==> src/rtl/imul.sv <==
// imul: unsigned N x N multiplier built from an AND-array of partial products, a carry-save tree and one final adder.
// Define IMUL_PIPE_EN to register the tree's sum/carry vectors before the final adder (latency 2 instead of 1).
module imul #(
    parameter int N = 24
) (
    input  logic           clk,
    input  logic           rst,
    input  logic           in_valid,
    input  logic [N-1:0]   a,
    input  logic [N-1:0]   b,
    output logic [2*N-1:0] out,
    output logic           out_valid
);

    localparam int W2 = 2 * N;

    function automatic int next_rows(input int c);
        return (c / 3) * 2 + (c % 3);
    endfunction

    function automatic int rows_at(input int n, input int lvl);
        int c;
        c = n;
        for (int i = 0; i < lvl; i++) c = next_rows(c);
        return c;
    endfunction

    function automatic int num_levels(input int n);
        int c;
        int l;
        c = n;
        l = 0;
        for (int i = 0; i < n; i++) begin
            if (c > 2) begin
                c = next_rows(c);
                l++;
            end
        end
        return l;
    endfunction

    function automatic logic [W2-1:0] csa_sum(input logic [W2-1:0] x, input logic [W2-1:0] y,
                                              input logic [W2-1:0] z);
        return x ^ y ^ z;
    endfunction

    // The carry bit shifted out of the top is dropped: the true product always fits in 2N bits.
    function automatic logic [W2-1:0] csa_carry(input logic [W2-1:0] x, input logic [W2-1:0] y,
                                                input logic [W2-1:0] z);
        return ((x & y) | (x & z) | (y & z)) << 1;
    endfunction

    localparam int NLEV = num_levels(N);

    for (genvar l = 0; l <= NLEV; l++) begin : g_lvl
        localparam int ROWS = rows_at(N, l);
        logic [W2-1:0] w_row [ROWS];

        if (l == 0) begin : g_pp
            for (genvar k = 0; k < N; k++) begin : g_k
                assign w_row[k] = W2'(a & {N{b[k]}}) << k;
            end
        end else begin : g_csa
            // Each group of three rows becomes a sum/carry pair; leftover rows pass through untouched.
            localparam int PREV = rows_at(N, l - 1);
            localparam int GRP  = PREV / 3;
            for (genvar k = 0; k < ROWS; k++) begin : g_k
                if (k < 2 * GRP) begin : g_red
                    if (k % 2 == 0) begin : g_s
                        assign w_row[k] = csa_sum(g_lvl[l-1].w_row[3*(k/2)],
                                                  g_lvl[l-1].w_row[3*(k/2)+1],
                                                  g_lvl[l-1].w_row[3*(k/2)+2]);
                    end else begin : g_c
                        assign w_row[k] = csa_carry(g_lvl[l-1].w_row[3*(k/2)],
                                                    g_lvl[l-1].w_row[3*(k/2)+1],
                                                    g_lvl[l-1].w_row[3*(k/2)+2]);
                    end
                end else begin : g_pass
                    assign w_row[k] = g_lvl[l-1].w_row[k+GRP];
                end
            end
        end
    end

    logic [W2-1:0] w_sum;
    logic [W2-1:0] w_carry;
    logic [W2-1:0] w_fin_sum;
    logic [W2-1:0] w_fin_carry;
    logic          w_fin_vld;

    assign w_sum   = g_lvl[NLEV].w_row[0];
    assign w_carry = g_lvl[NLEV].w_row[1];

`ifdef IMUL_PIPE_EN
    logic [W2-1:0] r_sum_p0;
    logic [W2-1:0] r_carry_p0;
    logic          r_vld_p0;

    // Stage p0: carry-save vectors registered ahead of the final adder.
    always_ff @(posedge clk) begin
        if (rst) begin
            r_vld_p0 <= 1'b0;
        end else begin
            r_vld_p0 <= in_valid;
        end
        if (in_valid) begin
            r_sum_p0   <= w_sum;
            r_carry_p0 <= w_carry;
        end
    end

    assign w_fin_sum   = r_sum_p0;
    assign w_fin_carry = r_carry_p0;
    assign w_fin_vld   = r_vld_p0;
`else
    assign w_fin_sum   = w_sum;
    assign w_fin_carry = w_carry;
    assign w_fin_vld   = in_valid;
`endif

    logic [W2-1:0] r_out;
    logic          r_out_vld;

    // Output stage: final carry-propagate add; product held across bubble cycles.
    always_ff @(posedge clk) begin
        if (rst) begin
            r_out     <= '0;
            r_out_vld <= 1'b0;
        end else begin
            r_out_vld <= w_fin_vld;
            if (w_fin_vld) begin
                r_out <= w_fin_sum + w_fin_carry;
            end
        end
    end

    assign out       = r_out;
    assign out_valid = r_out_vld;

endmodule

==> config.mk <==
export PLATFORM = sky130hd
export DESIGN_NAME = imul
export DESIGN_NICKNAME = d
export VERILOG_FILES = /design/src/rtl/imul.sv
export SDC_FILE = /design/constraint.sdc
export NUM_CORES = 2
export LEC_CHECK = 0
export ABC_AREA = 1
export BUFFER_PORTS_ARGS = -buffer_cell sky130_fd_sc_hd__buf_2
export CORE_ASPECT_RATIO = 1.25
export CORE_UTILIZATION = 50
export CTS_CLUSTER_SIZE = 16
export DETAILED_ROUTE_END_ITERATION = 8
export GPL_ROUTABILITY_DRIVEN = 0
export HOLD_SLACK_MARGIN = 0.12
export PLACE_DENSITY = 0.67
export REMOVE_ABC_BUFFERS = 1
export SETUP_SLACK_MARGIN = 0.05
export SLEW_MARGIN = 10
export SYNTH_ARGS = -nofsm -noshare
export SYNTH_HDL_FRONTEND = slang
export SYNTH_SLANG_ARGS = --single-unit
==> constraint.sdc <==
create_clock -name clk -period 7 [get_ports clk]
set_clock_uncertainty 0.2 [all_clocks]
set_input_delay 1.4 -clock clk [delete_from_list [all_inputs] [get_ports clk]]
set_output_delay 1.4 -clock clk [all_outputs]
set_load 0.03 [all_outputs]
After elaboration in Yosys (flattened, before gate mapping)
Cells that the tools add are included.
{"block": "word_totals", "ff_bits": 49, "in_bits": 51, "out_inout_bits": 49, "wordCells": 181}
{"block": "op_classes", "add_sub_neg": 1, "bitwise_logic": 178}
{"cell": "AND 47 bit", "count": 13}
{"cell": "bitwise OR 47 bit", "count": 13}
{"cell": "AND 24 bit", "count": 24}
{"cell": "XOR 48 bit", "count": 8}
{"cell": "AND 40 x 47 -> 47 bit", "count": 2}
{"cell": "AND 45 x 47 -> 47 bit", "count": 2}
{"cell": "AND 42 x 43 -> 43 bit", "count": 2}
{"cell": "XOR 42 x 43 -> 43 bit", "count": 2}
{"cell": "AND 39 x 41 -> 41 bit", "count": 2}
{"cell": "AND 34 x 39 -> 39 bit", "count": 2}
{"cell": "bitwise OR 39 bit", "count": 2}
{"cell": "AND 36 x 38 -> 38 bit", "count": 2}
{"cell": "bitwise OR 38 bit", "count": 2}
{"cell": "AND 33 x 34 -> 34 bit", "count": 2}
{"cell": "XOR 33 x 34 -> 34 bit", "count": 2}
{"cell": "AND 30 x 33 -> 33 bit", "count": 2}
{"cell": "bitwise OR 33 bit", "count": 2}
{"cell": "AND 30 x 32 -> 32 bit", "count": 2}
{"cell": "AND 27 x 29 -> 29 bit", "count": 2}
{"cell": "bitwise OR 29 bit", "count": 2}
{"cell": "adder 48 bit", "count": 1}
{"cell": "XOR 47 x 48 -> 48 bit", "count": 1}
{"cell": "AND 42 x 47 -> 47 bit", "count": 1}
{"cell": "AND 43 x 47 -> 47 bit", "count": 1}
{"cell": "85 further kinds", "count": 85}

Depth between registers and ports, before layout
{"block": "logic_depth", "word_depth": 23, "ltp_mapped": 31, "mapped_depth_nobuf": 30}

Worst setup path after synthesis
Ideal clock, no wire load.
{"block": "synth_path", "kind": "input to register", "from": "input a[0]", "to": "register r_out[29] (netlist: out[29])", "setup_ns": 0.115, "t_arrival_ns": 6.588, "required_ns": 6.685, "setup_slack_ns": 0.097, "cell_stages": 22, "path_buffers": 1, "cell_sequence": "clkbuf_1 nand2_1 fa_1 inv_1 fa_1 inv_1 fa_1 fa_1 fa_1 fa_1 fa_1 inv_1 ha_1 nand2_1 inv_1 nand2_1 nand2_1 a21oi_1 nand3_2 xor2_1 o21ai_0 inv_1"}
{"block": "synth_via", "elab_chain_len": 23, "elab_cells_between_ends": 179, "classes_between": "add/sub: 1; bitwise: 178"}
{"element": "start: declaration", "line": "9", "source": "input logic [N-1:0] a,"}
{"element": "AND 24 bit", "line": "61", "source": "assign w_row[k] = W2'(a & {N{b[k]}}) << k;"}
{"element": "AND 24 x 25 -> 25 bit or AND 24 x 26 -> 26 bit (tied branches)", "line": "50", "source": "return ((x & y) | (x & z) | (y & z)) << 1;"}
{"element": "bitwise OR 25 x 26 -> 26 bit", "line": "50"}
{"element": "bitwise OR 26 bit", "line": "50"}
{"element": "AND 26 x 27 -> 27 bit", "line": "50"}
{"element": "bitwise OR 27 x 29 -> 29 bit", "line": "50"}
{"element": "bitwise OR 29 bit", "line": "50"}
{"element": "AND 29 x 30 -> 30 bit", "line": "50"}
{"element": "[... 4 more ...]"}
{"element": "bitwise OR 39 bit", "line": "50"}
{"element": "AND 47 bit", "line": "50"}
{"element": "bitwise OR 47 bit (2 in a row)", "line": "50"}
{"element": "AND 47 bit", "line": "50"}
{"element": "bitwise OR 47 bit (2 in a row)", "line": "50"}
{"element": "AND 47 bit", "line": "50"}
{"element": "bitwise OR 47 bit (2 in a row)", "line": "50"}
{"element": "adder 48 bit (*)", "line": "132", "source": "r_out <= w_fin_sum + w_fin_carry;"}
{"element": "end signal: assignment", "line": "132"}
{"element": "end: declaration", "line": "121", "source": "logic [W2-1:0] r_out;"}
Every way passes the cells marked *; elsewhere a longest branch is shown, timed or not.
A chain may end at the register's enable or synchronous reset.

Worst setup path after layout
{"block": "layout_path", "from": "input b[3]", "to": "register r_out[35] (netlist: out[35])"}
{"block": "layout_via", "elab_chain_len": 22, "elab_cells_between_ends": 72, "classes_between": "add/sub: 1; bitwise: 71"}
{"element": "start: declaration", "line": "10", "source": "input logic [N-1:0] b,"}
{"element": "AND 24 bit (*)", "line": "61"}
{"element": "XOR 27 x 28 -> 28 bit, or another cell as far along", "line": "44", "source": "return x ^ y ^ z;"}
{"element": "XOR 28 x 29 -> 29 bit or bitwise OR 28 x 29 -> 29 bit (tied branches)", "line": "44, 50"}
{"element": "AND 26 x 29 -> 29 bit or bitwise OR 29 bit (tied branches)", "line": "50"}
{"element": "bitwise OR 27 x 29 -> 29 bit, or another cell as far along", "line": "50"}
{"element": "bitwise OR 29 bit, or another cell as far along", "line": "50"}
{"element": "AND 29 x 30 -> 30 bit, or another cell as far along", "line": "50"}
{"element": "bitwise OR 30 x 33 -> 33 bit, or another cell as far along", "line": "50"}
{"element": "[... 3 more ...]"}
{"element": "bitwise OR 39 bit, or another cell as far along", "line": "50"}
{"element": "AND 47 bit or bitwise OR 47 bit (tied branches)", "line": "50"}
{"element": "bitwise OR 47 bit or XOR 48 bit (tied branches) (2 in a row)", "line": "50, 44"}
{"element": "AND 47 bit", "line": "50"}
{"element": "bitwise OR 47 bit (2 in a row)", "line": "50"}
{"element": "AND 47 bit", "line": "50"}
{"element": "bitwise OR 47 bit (2 in a row)", "line": "50"}
{"element": "adder 48 bit (*)", "line": "132"}
Marked as above.

==> out/qor.yml <==
top_layer: "met4"
ctsHtreeMaxLevel: 2
drtAntennaViolNets: 0
vias_per_cell: 4.993
hold_viol_final: 0
core_um2: 41230
cap_viol_max_count: 0
grt_pass1_wl_um: 95940
antennaDiodeCount: 0
start_kind: "primary input"
seq_area_um2: 980.9
yosysTopAreaCellShare_pct: 46.65
initial_utilization_pct: 51.00
drive_gt1_share_pct: 18.19
fmax_mhz: 145.9
avgRoutedWirePerCell_um: 16.65
ys_ff_latch: 49
dr.pass1.iters: 6
relSlewSlack_pct: 37.43
fin_nets: 3713
yosysSeqAreaShare_pct: 4.665
drv_slew: 0
cp.arrival_ns: 6.86
grt.total_usage_pct: 28.88
cts_tree: "yes"
yosys.area.top_type: "fa_1"
numCtsBuffers: 5
cp.required_ns: 7.00
clkTransAtPathRegs_ns: 0.08
synth.top_cells.by_area: "fa_1, inv_1, nand2_1"
cts_hold_buf: 0
endpoint_kind: "flip-flop"
final.period_utilization_pct: 97.93
drt-initial-drc-count: 1089
synth_cell_types: 29
multi_input_area_um2: 17270
dieArea_um2: 42880
die_h_um: 231.3
num_vias: 17906
worst_slew_pin_slew_ns: 0.9376
cp_max_fo: 17
status: "completed"
worstSkewPairLatency_ns: 0.29
setup_viol: 0
dr_wl_met3_um: 2940
synthCells: 2817
grt_pass1_vias: 19153
cts-root-buf: "clkbuf_16"
fillers: 3583
finalSetupTns_ns: 0
syn_avg_cell_area_um2: 7.464
rsz0062_at_grt: "yes"
wl_met2_um: 31480
remaining_drc_errors: 0
gr-total-overflow: 0
cts_buffer_depth: 2
drt-total-wl_um: 59720
dp.final_hpwl_um: 50450
wl_met1_um: 21820
crit_path_start: "b[3]"
num_rows: 83
synth.yosys.warnings: 0
rr_startpoint: "out[25]$_SDFFE_PP0P_"
grt_max_degree: 63
hp-start: "out[0]$_SDFFE_PP0P_"
antenna_found_initial: 0
netlist_area_um2: 21030
die_w_um: 185.4
crit_type: "primary input to flip-flop"
cts.sinks: 49
period_minus_slack_ns: 6.855
hold_path_class: "flip-flop to flip-flop"
io_buffer_count: 99
io_pins: 100
area_growth_pct: 19.76
path summary, 6_finish.rpt:
| kind | cells after the start | to | slack, ns |
|---|---|---|---|
| max reg2reg | 2 | out[25]$_SDFFE_PP0P_ | 6.02 |
| min reg2reg | 2 | out[0]$_SDFFE_PP0P_ | 0.30 |
| max | 25 | out[35]$_SDFFE_PP0P_ | 0.15 |
| min | 2 | out[0]$_SDFFE_PP0P_ | 0.30 |
kinds of logic after synthesis:
kind of cell,count (synthesis),share of synthesized area (%)
compound gates,92,2.374
buf+inv,988,17.77
xor+xnor,20,0.8330
simple gates,1039,19.43
fa+ha+maj,629,54.92
flops,49,4.665
registers in the layout (all words and copies together) (netlist names):
name       cells
out           48
out_valid      1
metrics by stage:
stage	cell area [um2]	worst slack, ns	utilization (%)	instances	hold WS [ns]
global route	25180	-0.05634	61.08	3586	0.3047
detailed placement	23390	-0.5249	56.73	3565	0.2716
finish	25180	0.1450	61.08	3586	0.2952
floorplan	20580	0.4135	-	2707	0.3906
CTS	23820	0.01324	57.76	3573	0.2828
global placement	23390	-0.5202	56.73	3565	0.2512
placed cells by master (no fill, tap or decap), drive strengths merged:
cell type | Yosys | layout
fa | 490 | 490
nand3b | 2 | 2
a21oi | 37 | 37
o21ai | 41 | 41
nor3 | 4 | 4
o21bai | 5 | 5
a21o | 1 | 1
a31oi | 6 | 6
clkbuf | 109 | 8
clkinvlp | 0 | 1
xor2 | 16 | 16
nand2 | 831 | 831
dfxtp | 49 | 49
o211ai | 1 | 1
nor2 | 147 | 147
ha | 139 | 139
and2 | 1 | 1
or2 | 1 | 1
xnor2 | 4 | 4
nand3 | 53 | 53
buf | 0 | 317
inv | 878 | 879
a21boi | 1 | 1
final cells by class:
type	count	area share, %
clock buffer	6	0.5515
inverter	878	13.09
clock inverter	2	0.06459
timing repair buffer	319	11.08
multi-input combinational	1780	68.58
sequential	49	3.895
tap	552	2.743
layer usage:
layer | global-route usage, % | vias to the layer above
li1 | - | 8225
met1 | 34.55 | 8897
met2 | 53.07 | 580
met3 | 1.540 | 204
met4 | 12.68 | 0
met5 | 0 | -
what timing repair did:
item                                    in CTS  in global routing
pin swaps                                    3                180
gates cloned                                 0                  2
resized for setup                           68                331
endpoints found under the setup margin      26                 31
setup buffers                                0                 11
cells in the mapped netlist:
master and number:
o21ai_1 2, dlymetal6s2s_1 1, nor2_1 139, nor3_1 4
ha_1 139, a21oi_1 34, and2_2 1, nand2_2 12
o21ai_0 39, nand3_2 7, nor2_2 5, inv_1 878
dfxtp_1 49, a21boi_0 1, nand3b_1 2, clkbuf_1 107
a21o_1 1, a21oi_2 3, xor2_1 16, nand2_1 819
a31oi_1 6, xnor2_1 4, o211ai_1 1, or2_1 1
nand3_1 46, nor2_4 3, o21bai_1 5, fa_1 490
clkbuf_8 2
worst max-delay path, stage by stage:
cell      delay, ns
buf_6          0.15
nand2_1        0.09
inv_1          0.05
fa_1           0.47
inv_1          0.05
fa_1           0.47
fa_1           0.60
fa_1           0.46
fa_1           0.55
fa_1           0.52
fa_1           0.57
inv_2          0.07
ha_4           0.31
nand2_4        0.08
nor2_4         0.13
inv_2          0.06
nor2_4         0.11
nand3b_1       0.13
nand3_4        0.11
buf_6          0.11
nand2_4        0.05
nand3_2        0.05
nand2_1        0.04
nor2_1         0.13
nor2_1         0.05
Power is not shown: default switching activity piles up to over one toggle a cycle in this logic, so the estimate is an artifact.
